File: src/rtl/sparse_operand_loader.sv
// Serial byte loader for the 4x4 sparse systolic array: captures B (held stationary with
// nonzero flags) then A, and streams A rows onto the array, optionally diagonally skewed.
module sparse_operand_loader #(
  parameter int DW   = 8,
  parameter int SKEW = 0
) (
  input  logic          clk,
  input  logic          rst_n,
  input  logic          start,
  input  logic          in_valid,
  output logic          in_ready,
  input  logic [DW-1:0] in_data,
  output logic [DW-1:0] m2c1,  output logic [DW-1:0] m2c2,
  output logic [DW-1:0] m2c3,  output logic [DW-1:0] m2c4,
  output logic [DW-1:0] m2c5,  output logic [DW-1:0] m2c6,
  output logic [DW-1:0] m2c7,  output logic [DW-1:0] m2c8,
  output logic [DW-1:0] m2c9,  output logic [DW-1:0] m2c10,
  output logic [DW-1:0] m2c11, output logic [DW-1:0] m2c12,
  output logic [DW-1:0] m2c13, output logic [DW-1:0] m2c14,
  output logic [DW-1:0] m2c15, output logic [DW-1:0] m2c16,
  output logic          f11, output logic f12, output logic f13, output logic f14,
  output logic          f21, output logic f22, output logic f23, output logic f24,
  output logic          f31, output logic f32, output logic f33, output logic f34,
  output logic          f41, output logic f42, output logic f43, output logic f44,
  output logic [DW-1:0] m1i1,
  output logic [DW-1:0] m1i2,
  output logic [DW-1:0] m1i3,
  output logic [DW-1:0] m1i4,
  output logic          row_valid,
  output logic [1:0]    row_idx,
  output logic [4:0]    nnz_count,
  output logic          busy,
  output logic          done
);

  typedef enum logic [2:0] {
    S_IDLE   = 3'd0,
    S_LOAD_B = 3'd1,
    S_LOAD_A = 3'd2,
    S_STREAM = 3'd3,
    S_DONE   = 3'd4
  } state_e;

  localparam logic [2:0] T_LAST = (SKEW != 0) ? 3'd6 : 3'd3;

  state_e        state_q, state_d;
  logic [3:0]    beat_q, beat_d;
  logic [2:0]    t_q, t_d;
  logic          armed_q;
  logic [4:0]    nnz_q, nnz_d;
  logic [DW-1:0] b_q [16];
  logic [DW-1:0] b_d [16];
  logic [DW-1:0] a_q [16];
  logic [DW-1:0] a_d [16];
  logic [15:0]   f_q, f_d;
  logic [DW-1:0] m1i_q [4];
  logic [DW-1:0] m1i_d [4];
  logic          in_ready_q, in_ready_d;
  logic          row_valid_q, row_valid_d;
  logic [1:0]    row_idx_q, row_idx_d;
  logic          busy_q, busy_d;
  logic          done_q, done_d;
  logic          accept_s;
  logic          last_beat_s;

  assign accept_s    = in_valid & in_ready_q;
  assign last_beat_s = accept_s & (beat_q == 4'd15);

  // State register; armed_q masks a start coinciding with reset release.
  always_ff @(posedge clk or negedge rst_n) begin
    if (!rst_n) begin
      state_q     <= S_IDLE;
      beat_q      <= 4'd0;
      t_q         <= 3'd0;
      armed_q     <= 1'b0;
      nnz_q       <= 5'd0;
      f_q         <= 16'd0;
      in_ready_q  <= 1'b0;
      row_valid_q <= 1'b0;
      row_idx_q   <= 2'd0;
      busy_q      <= 1'b0;
      done_q      <= 1'b0;
      for (int i = 0; i < 16; i++) begin
        b_q[i] <= {DW{1'b0}};
        a_q[i] <= {DW{1'b0}};
      end
      for (int i = 0; i < 4; i++) begin
        m1i_q[i] <= {DW{1'b0}};
      end
    end else begin
      state_q     <= state_d;
      beat_q      <= beat_d;
      t_q         <= t_d;
      armed_q     <= 1'b1;
      nnz_q       <= nnz_d;
      f_q         <= f_d;
      in_ready_q  <= in_ready_d;
      row_valid_q <= row_valid_d;
      row_idx_q   <= row_idx_d;
      busy_q      <= busy_d;
      done_q      <= done_d;
      b_q         <= b_d;
      a_q         <= a_d;
      m1i_q       <= m1i_d;
    end
  end

  // Next-state logic together with the load datapath (beat counter, B/A capture, nnz).
  always_comb begin
    state_d = state_q;
    beat_d  = beat_q;
    nnz_d   = nnz_q;
    f_d     = f_q;
    b_d     = b_q;
    a_d     = a_q;
    case (state_q)
      S_IDLE: begin
        if (start && armed_q) begin
          state_d = S_LOAD_B;
          beat_d  = 4'd0;
          nnz_d   = 5'd0;
        end else begin
          state_d = S_IDLE;
        end
      end
      S_LOAD_B: begin
        if (accept_s) begin
          b_d[beat_q]  = in_data;
          f_d[beat_q]  = (in_data != {DW{1'b0}});
          nnz_d        = nnz_q + ((in_data != {DW{1'b0}}) ? 5'd1 : 5'd0);
          beat_d       = beat_q + 4'd1;
          state_d      = last_beat_s ? S_LOAD_A : S_LOAD_B;
        end else begin
          state_d = S_LOAD_B;
        end
      end
      S_LOAD_A: begin
        if (accept_s) begin
          a_d[beat_q] = in_data;
          beat_d      = beat_q + 4'd1;
          state_d     = last_beat_s ? S_STREAM : S_LOAD_A;
        end else begin
          state_d = S_LOAD_A;
        end
      end
      S_STREAM: state_d = (t_q == T_LAST) ? S_DONE : S_STREAM;
      S_DONE:   state_d = S_IDLE;
      default:  state_d = S_IDLE;
    endcase
    if ((state_q == S_STREAM) && (state_d == S_STREAM)) begin
      t_d = t_q + 3'd1;
    end else begin
      t_d = 3'd0;
    end
  end

  // Output logic: every output is precomputed from the next state so it comes straight off a flop.
  always_comb begin
    in_ready_d  = (state_d == S_LOAD_B) || (state_d == S_LOAD_A);
    busy_d      = (state_d != S_IDLE);
    done_d      = (state_d == S_DONE);
    row_valid_d = (state_d == S_STREAM) && (t_d <= 3'd3);
    row_idx_d   = row_valid_d ? t_d[1:0] : 2'd0;
    for (int kk = 0; kk < 4; kk++) begin
      m1i_d[kk] = {DW{1'b0}};
      if (state_d != S_STREAM) begin
        m1i_d[kk] = {DW{1'b0}};
      end else if (SKEW == 0) begin
        m1i_d[kk] = a_q[{t_d[1:0], 2'(kk)}];
      end else if ((t_d >= 3'(kk)) && ((t_d - 3'(kk)) <= 3'd3)) begin
        // Element k trails element 1 by k-1 cycles to form the diagonal wavefront.
        m1i_d[kk] = a_q[{2'(t_d - 3'(kk)), 2'(kk)}];
      end else begin
        m1i_d[kk] = {DW{1'b0}};
      end
    end
  end

  assign in_ready  = in_ready_q;
  assign row_valid = row_valid_q;
  assign row_idx   = row_idx_q;
  assign nnz_count = nnz_q;
  assign busy      = busy_q;
  assign done      = done_q;
  assign m1i1 = m1i_q[0];
  assign m1i2 = m1i_q[1];
  assign m1i3 = m1i_q[2];
  assign m1i4 = m1i_q[3];

  assign m2c1  = b_q[0];  assign m2c2  = b_q[1];  assign m2c3  = b_q[2];  assign m2c4  = b_q[3];
  assign m2c5  = b_q[4];  assign m2c6  = b_q[5];  assign m2c7  = b_q[6];  assign m2c8  = b_q[7];
  assign m2c9  = b_q[8];  assign m2c10 = b_q[9];  assign m2c11 = b_q[10]; assign m2c12 = b_q[11];
  assign m2c13 = b_q[12]; assign m2c14 = b_q[13]; assign m2c15 = b_q[14]; assign m2c16 = b_q[15];

  assign f11 = f_q[0];  assign f12 = f_q[1];  assign f13 = f_q[2];  assign f14 = f_q[3];
  assign f21 = f_q[4];  assign f22 = f_q[5];  assign f23 = f_q[6];  assign f24 = f_q[7];
  assign f31 = f_q[8];  assign f32 = f_q[9];  assign f33 = f_q[10]; assign f34 = f_q[11];
  assign f41 = f_q[12]; assign f42 = f_q[13]; assign f43 = f_q[14]; assign f44 = f_q[15];

endmodule

File: config.mk
export PLATFORM = sky130hd
export DESIGN_NAME = sparse_operand_loader
export DESIGN_NICKNAME = d
export VERILOG_FILES = /design/src/rtl/sparse_operand_loader.sv
export SDC_FILE = /design/constraint.sdc
export NUM_CORES = 1
export LEC_CHECK = 0
export ABC_CLOCK_PERIOD_IN_PS = 3100
export CAP_MARGIN = 20
export CORE_ASPECT_RATIO = 0.6
export CORE_UTILIZATION = 50
export CTS_BUF_LIST = sky130_fd_sc_hd__clkbuf_4 sky130_fd_sc_hd__clkbuf_8
export DETAILED_ROUTE_END_ITERATION = 7
export GPL_ROUTABILITY_DRIVEN = 0
export HOLD_SLACK_MARGIN = 0.08
export MAX_ROUTING_LAYER = met4
export PLACE_DENSITY = 0.71
export SLEW_MARGIN = 20
export SYNTH_ARGS = -nofsm -noshare
export SYNTH_HDL_FRONTEND = slang
export SYNTH_SLANG_ARGS = --single-unit
export TNS_END_PERCENT = 50
File: constraint.sdc
create_clock -name clk -period 3.1 [get_ports clk]
set_input_delay 0.465 -clock clk [delete_from_list [all_inputs] [get_ports clk]]
set_output_delay 0.465 -clock clk [all_outputs]
set_load 0.01 [all_outputs]
==> flow_metrics.env <==
export IMPL_status="completed"
export IMPL_port_buffers=198
export IMPL_antenna_found_initial=2
export IMPL_drive_above_1_share=0.340
export IMPL_route_detailed_drc=0
export IMPL_clk_path_buf_depth=3
export IMPL_critPathMaxStageDelay_ps=620
export IMPL_reg2regPathDepth=4
export IMPL_hold_violations=0
export IMPL_yosysMostFrequentCell="dfrtp_1"
export IMPL_drt_total_wl_mm=33.7
export IMPL_critical_path_required_ps=3550
export IMPL_p_per_area_nw_per_um2=814
export IMPL_end_kind="flop"
export IMPL_ys_seq_area_frac=0.623
export IMPL_hold_path_class="reg2reg"
export IMPL_core_area_sq_um=25500
export IMPL_yosys_area_top_type="dfrtp_1"
export IMPL_p_seq_frac=0.436
export IMPL_synthTopCellsByCount="dfrtp_1, mux2_2, clkbuf_1"
export IMPL_antenna_left=0
export IMPL_die_w_um=211
export IMPL_hpwl_mm=21.3
export IMPL_largest_reg_flops=128
export IMPL_cts_resized=0
export IMPL_r2r_start="state_q[0]"
export IMPL_crit_cells=4
export IMPL_ys_seq_elements=326
export IMPL_cp_num_buf_inv=0
export IMPL_grt_use_total=0.267
export IMPL_syn_area_sq_um=13100
export IMPL_p_switching_mw=3.98
export IMPL_fin_tns_setup_ps=0
export IMPL_slew_viol_final=0
export IMPL_post_cts_buffers=0
export IMPL_swShare=0.296
export IMPL_vias=8398
export IMPL_top_regs="a_q (128), f_q (16)"
export IMPL_r2r_end="m2c6[2]"
export IMPL_cts_tree="done"
export IMPL_vias_per_cell=5.55
export IMPL_clkPwrFrac=0.256
export IMPL_first_pass_iters=5
export IMPL_io_pins=199
export IMPL_maxSlewHeadroom=0.405
export IMPL_min_period_over_period=0.837
export IMPL_grt_pass1_wl_mm=52.4
export IMPL_place_area_sq_um=15500
export IMPL_rsz0062_at_grt="false"
export IMPL_syn_nets=939
export IMPL_clkLatencyLatePin_ps=570
export IMPL_die_area_sq_um=26900
export IMPL_crit_arrival_ps=3050
export IMPL_antennaDiodeCount=0
export IMPL_synth_top_area_frac=0.623
export IMPL_grt_max_degree=86
export IMPL_power_frac_comb=0.308
export IMPL_cp_max_fo=16
export IMPL_htreeDepth=2
export IMPL_finClkSkew_ps=17.6
export IMPL_wl_per_cell_um=22.3
export IMPL_max_flop_register="a_q"
export IMPL_critPathSlowestCell="dfrtp_1"
export IMPL_p_leak_nw=7.75
export IMPL_final_nets=1149
export IMPL_crit_start="state_q[0]"
export IMPL_worst_slew_pin_slew_ps=884
export IMPL_clock_sinks=326
export IMPL_synth_edff_count=0
export IMPL_timing_fmax_mhz=385
export IMPL_start_kind="flop"
export IMPL_ys_types=44
export IMPL_clockRootBuffer="clkbuf_8"
export IMPL_cp_cell_sequence="or3b_1, nor2_4, and3_1, mux2_2"
export IMPL_reg2reg_slack_ps=500
export IMPL_area_delta_synth_final_pct=26.0
export IMPL_grt_overflow=0
export IMPL_syn_area_per_cell_sq_um=14.2
export IMPL_ys_async_sr_fraction=1.00
export IMPL_drtIter0Drc=628
export IMPL_crit_type="reg2reg"
export IMPL_layout_min_cycle_time_ps=2600
export IMPL_cts_hold_buf=1
export IMPL_cts_inserted_buffers=46
export IMPL_grt_pass1_vias=8528
export IMPL_setup_viol=0
export IMPL_num_rows=45
export IMPL_critical_path_endpoint="m2c6[2]"
export IMPL_critical_path_top_delay_family="simple AND/OR/NAND/NOR gates"
export IMPL_ir_drop_mv=0.498
export IMPL_ys_flop_type="dfrtp_1"
export IMPL_syn_inst=919
export IMPL_p_int_mw=9.45
export IMPL_start_util=0.513
export IMPL_maxCapViolCount=0
export IMPL_clkTransAtPathRegs_ps=70
export IMPL_yosysWarnings=0
export IMPL_die_height_um=127
export IMPL_fill_cells=1940
export IMPL_design_area_sq_um=16500
export IMPL_synth_area_leaders="dfrtp_1, mux2_2, nor2b_1"
export IMPL_final_util=0.647
[worst min-delay path by stage]
stage | from | endpoint | slack, ps | cells past startpoint
floorplan | rst_n | a_q[0] | 170 | 0
global placement | a_q[102] | a_q[102] | 470 | 1
detailed placement | a_q[102] | a_q[102] | 490 | 1
CTS | a_q[102] | a_q[102] | 500 | 1
global route | m2c3[4] | m2c3[4] | 510 | 1
finish | a_q[102] | a_q[102] | 490 | 1
[power groups by stage]
| stage | Combinational [mW] | Sequential (mW) | Clock (mW) |
|---|---|---|---|
| 3_5_place_dp | 4.15 | 5.91 | 0 |
| 2_1_floorplan | 1.46 | 6.17 | 0 |
| 6_report | 4.14 | 5.85 | 3.44 |
| 5_1_grt | 4.39 | 5.97 | 3.71 |
| 3_3_place_gp | 4.08 | 5.88 | 0 |
| 4_1_cts | 4.18 | 5.85 | 3.52 |
[metal layers]
metal  GRT usage  up-vias  routed length (um)
met2       0.358      214               14300
met4      0.0652        0                 495
li1            -     3684                   -
met1       0.419     4460               17200
met5           -        -                   0
met3      0.0460       40                1630
[per-stage QoR]
stage / power [mW] / hold WS [ps] / std cells / setup slack [ps]
after floorplan: 7.63 / 169 / 919 / 1070
after global placement: 9.97 / 474 / 1432 / 484
after detailed placement: 10.1 / 486 / 1432 / 392
after CTS: 13.5 / 500 / 1512 / 494
after global routing: 14.1 / 513 / 1512 / 264
final: 13.4 / 495 / 1512 / 505
[layout make-up]
| cell class | count | area [sq um] | area share |
|---|---|---|---|
| clock buffers | 73 | 905 | 0.0548 |
| well taps | 352 | 440 | 0.0267 |
| inverters | 5 | 18.8 | 0.00114 |
| multi-input cells | 518 | 4620 | 0.280 |
| repair buffers | 232 | 2320 | 0.141 |
| clock inverters | 6 | 36.3 | 0.00220 |
| flip-flops and latches | 326 | 8160 | 0.495 |
[cells in the final DEF, fill, tap and decap left out, types with 2 or more instances in the layout]
| cell | netlist | final |
|---|---|---|
| a211oi_1 | 31 | 31 |
| a21oi_1 | 4 | 3 |
| and2_1 | 2 | 2 |
| and3_1 | 11 | 11 |
| buf_12 | 0 | 6 |
| buf_4 | 7 | 27 |
| clkbuf_4 | 0 | 16 |
| clkbuf_8 | 0 | 57 |
| clkdlybuf4s50_1 | 0 | 197 |
| clkinv_2 | 0 | 4 |
| dfrtp_1 | 326 | 325 |
| ha_1 | 8 | 8 |
| inv_1 | 5 | 5 |
| mux2_1 | 4 | 4 |
| mux2_2 | 270 | 270 |
| mux2i_1 | 2 | 2 |
| nand2_1 | 24 | 24 |
| nand2_2 | 4 | 4 |
| nand3_1 | 5 | 5 |
| nand4_1 | 3 | 3 |
| nor2_1 | 15 | 14 |
| nor2b_1 | 39 | 39 |
| nor3_1 | 36 | 36 |
| nor3b_1 | 3 | 3 |
| nor4_1 | 3 | 3 |
| o22ai_1 | 32 | 32 |
| or3_1 | 2 | 2 |
| xnor2_1 | 3 | 3 |
[kinds of logic after synthesis]
family / Yosys count / share of synthesized area
XOR/XNOR: 3 / 0.00201
buffers and inverters: 75 / 0.0249
AND/OR/NAND/NOR: 159 / 0.0682
other: 1 / 0.000286
adder cells (fa/ha/maj): 8 / 0.00764
AO/OA/AOI/OAI: 71 / 0.0368
flip-flops: 326 / 0.623
multiplexers: 276 / 0.237
Power figures use the tool's default switching activity.
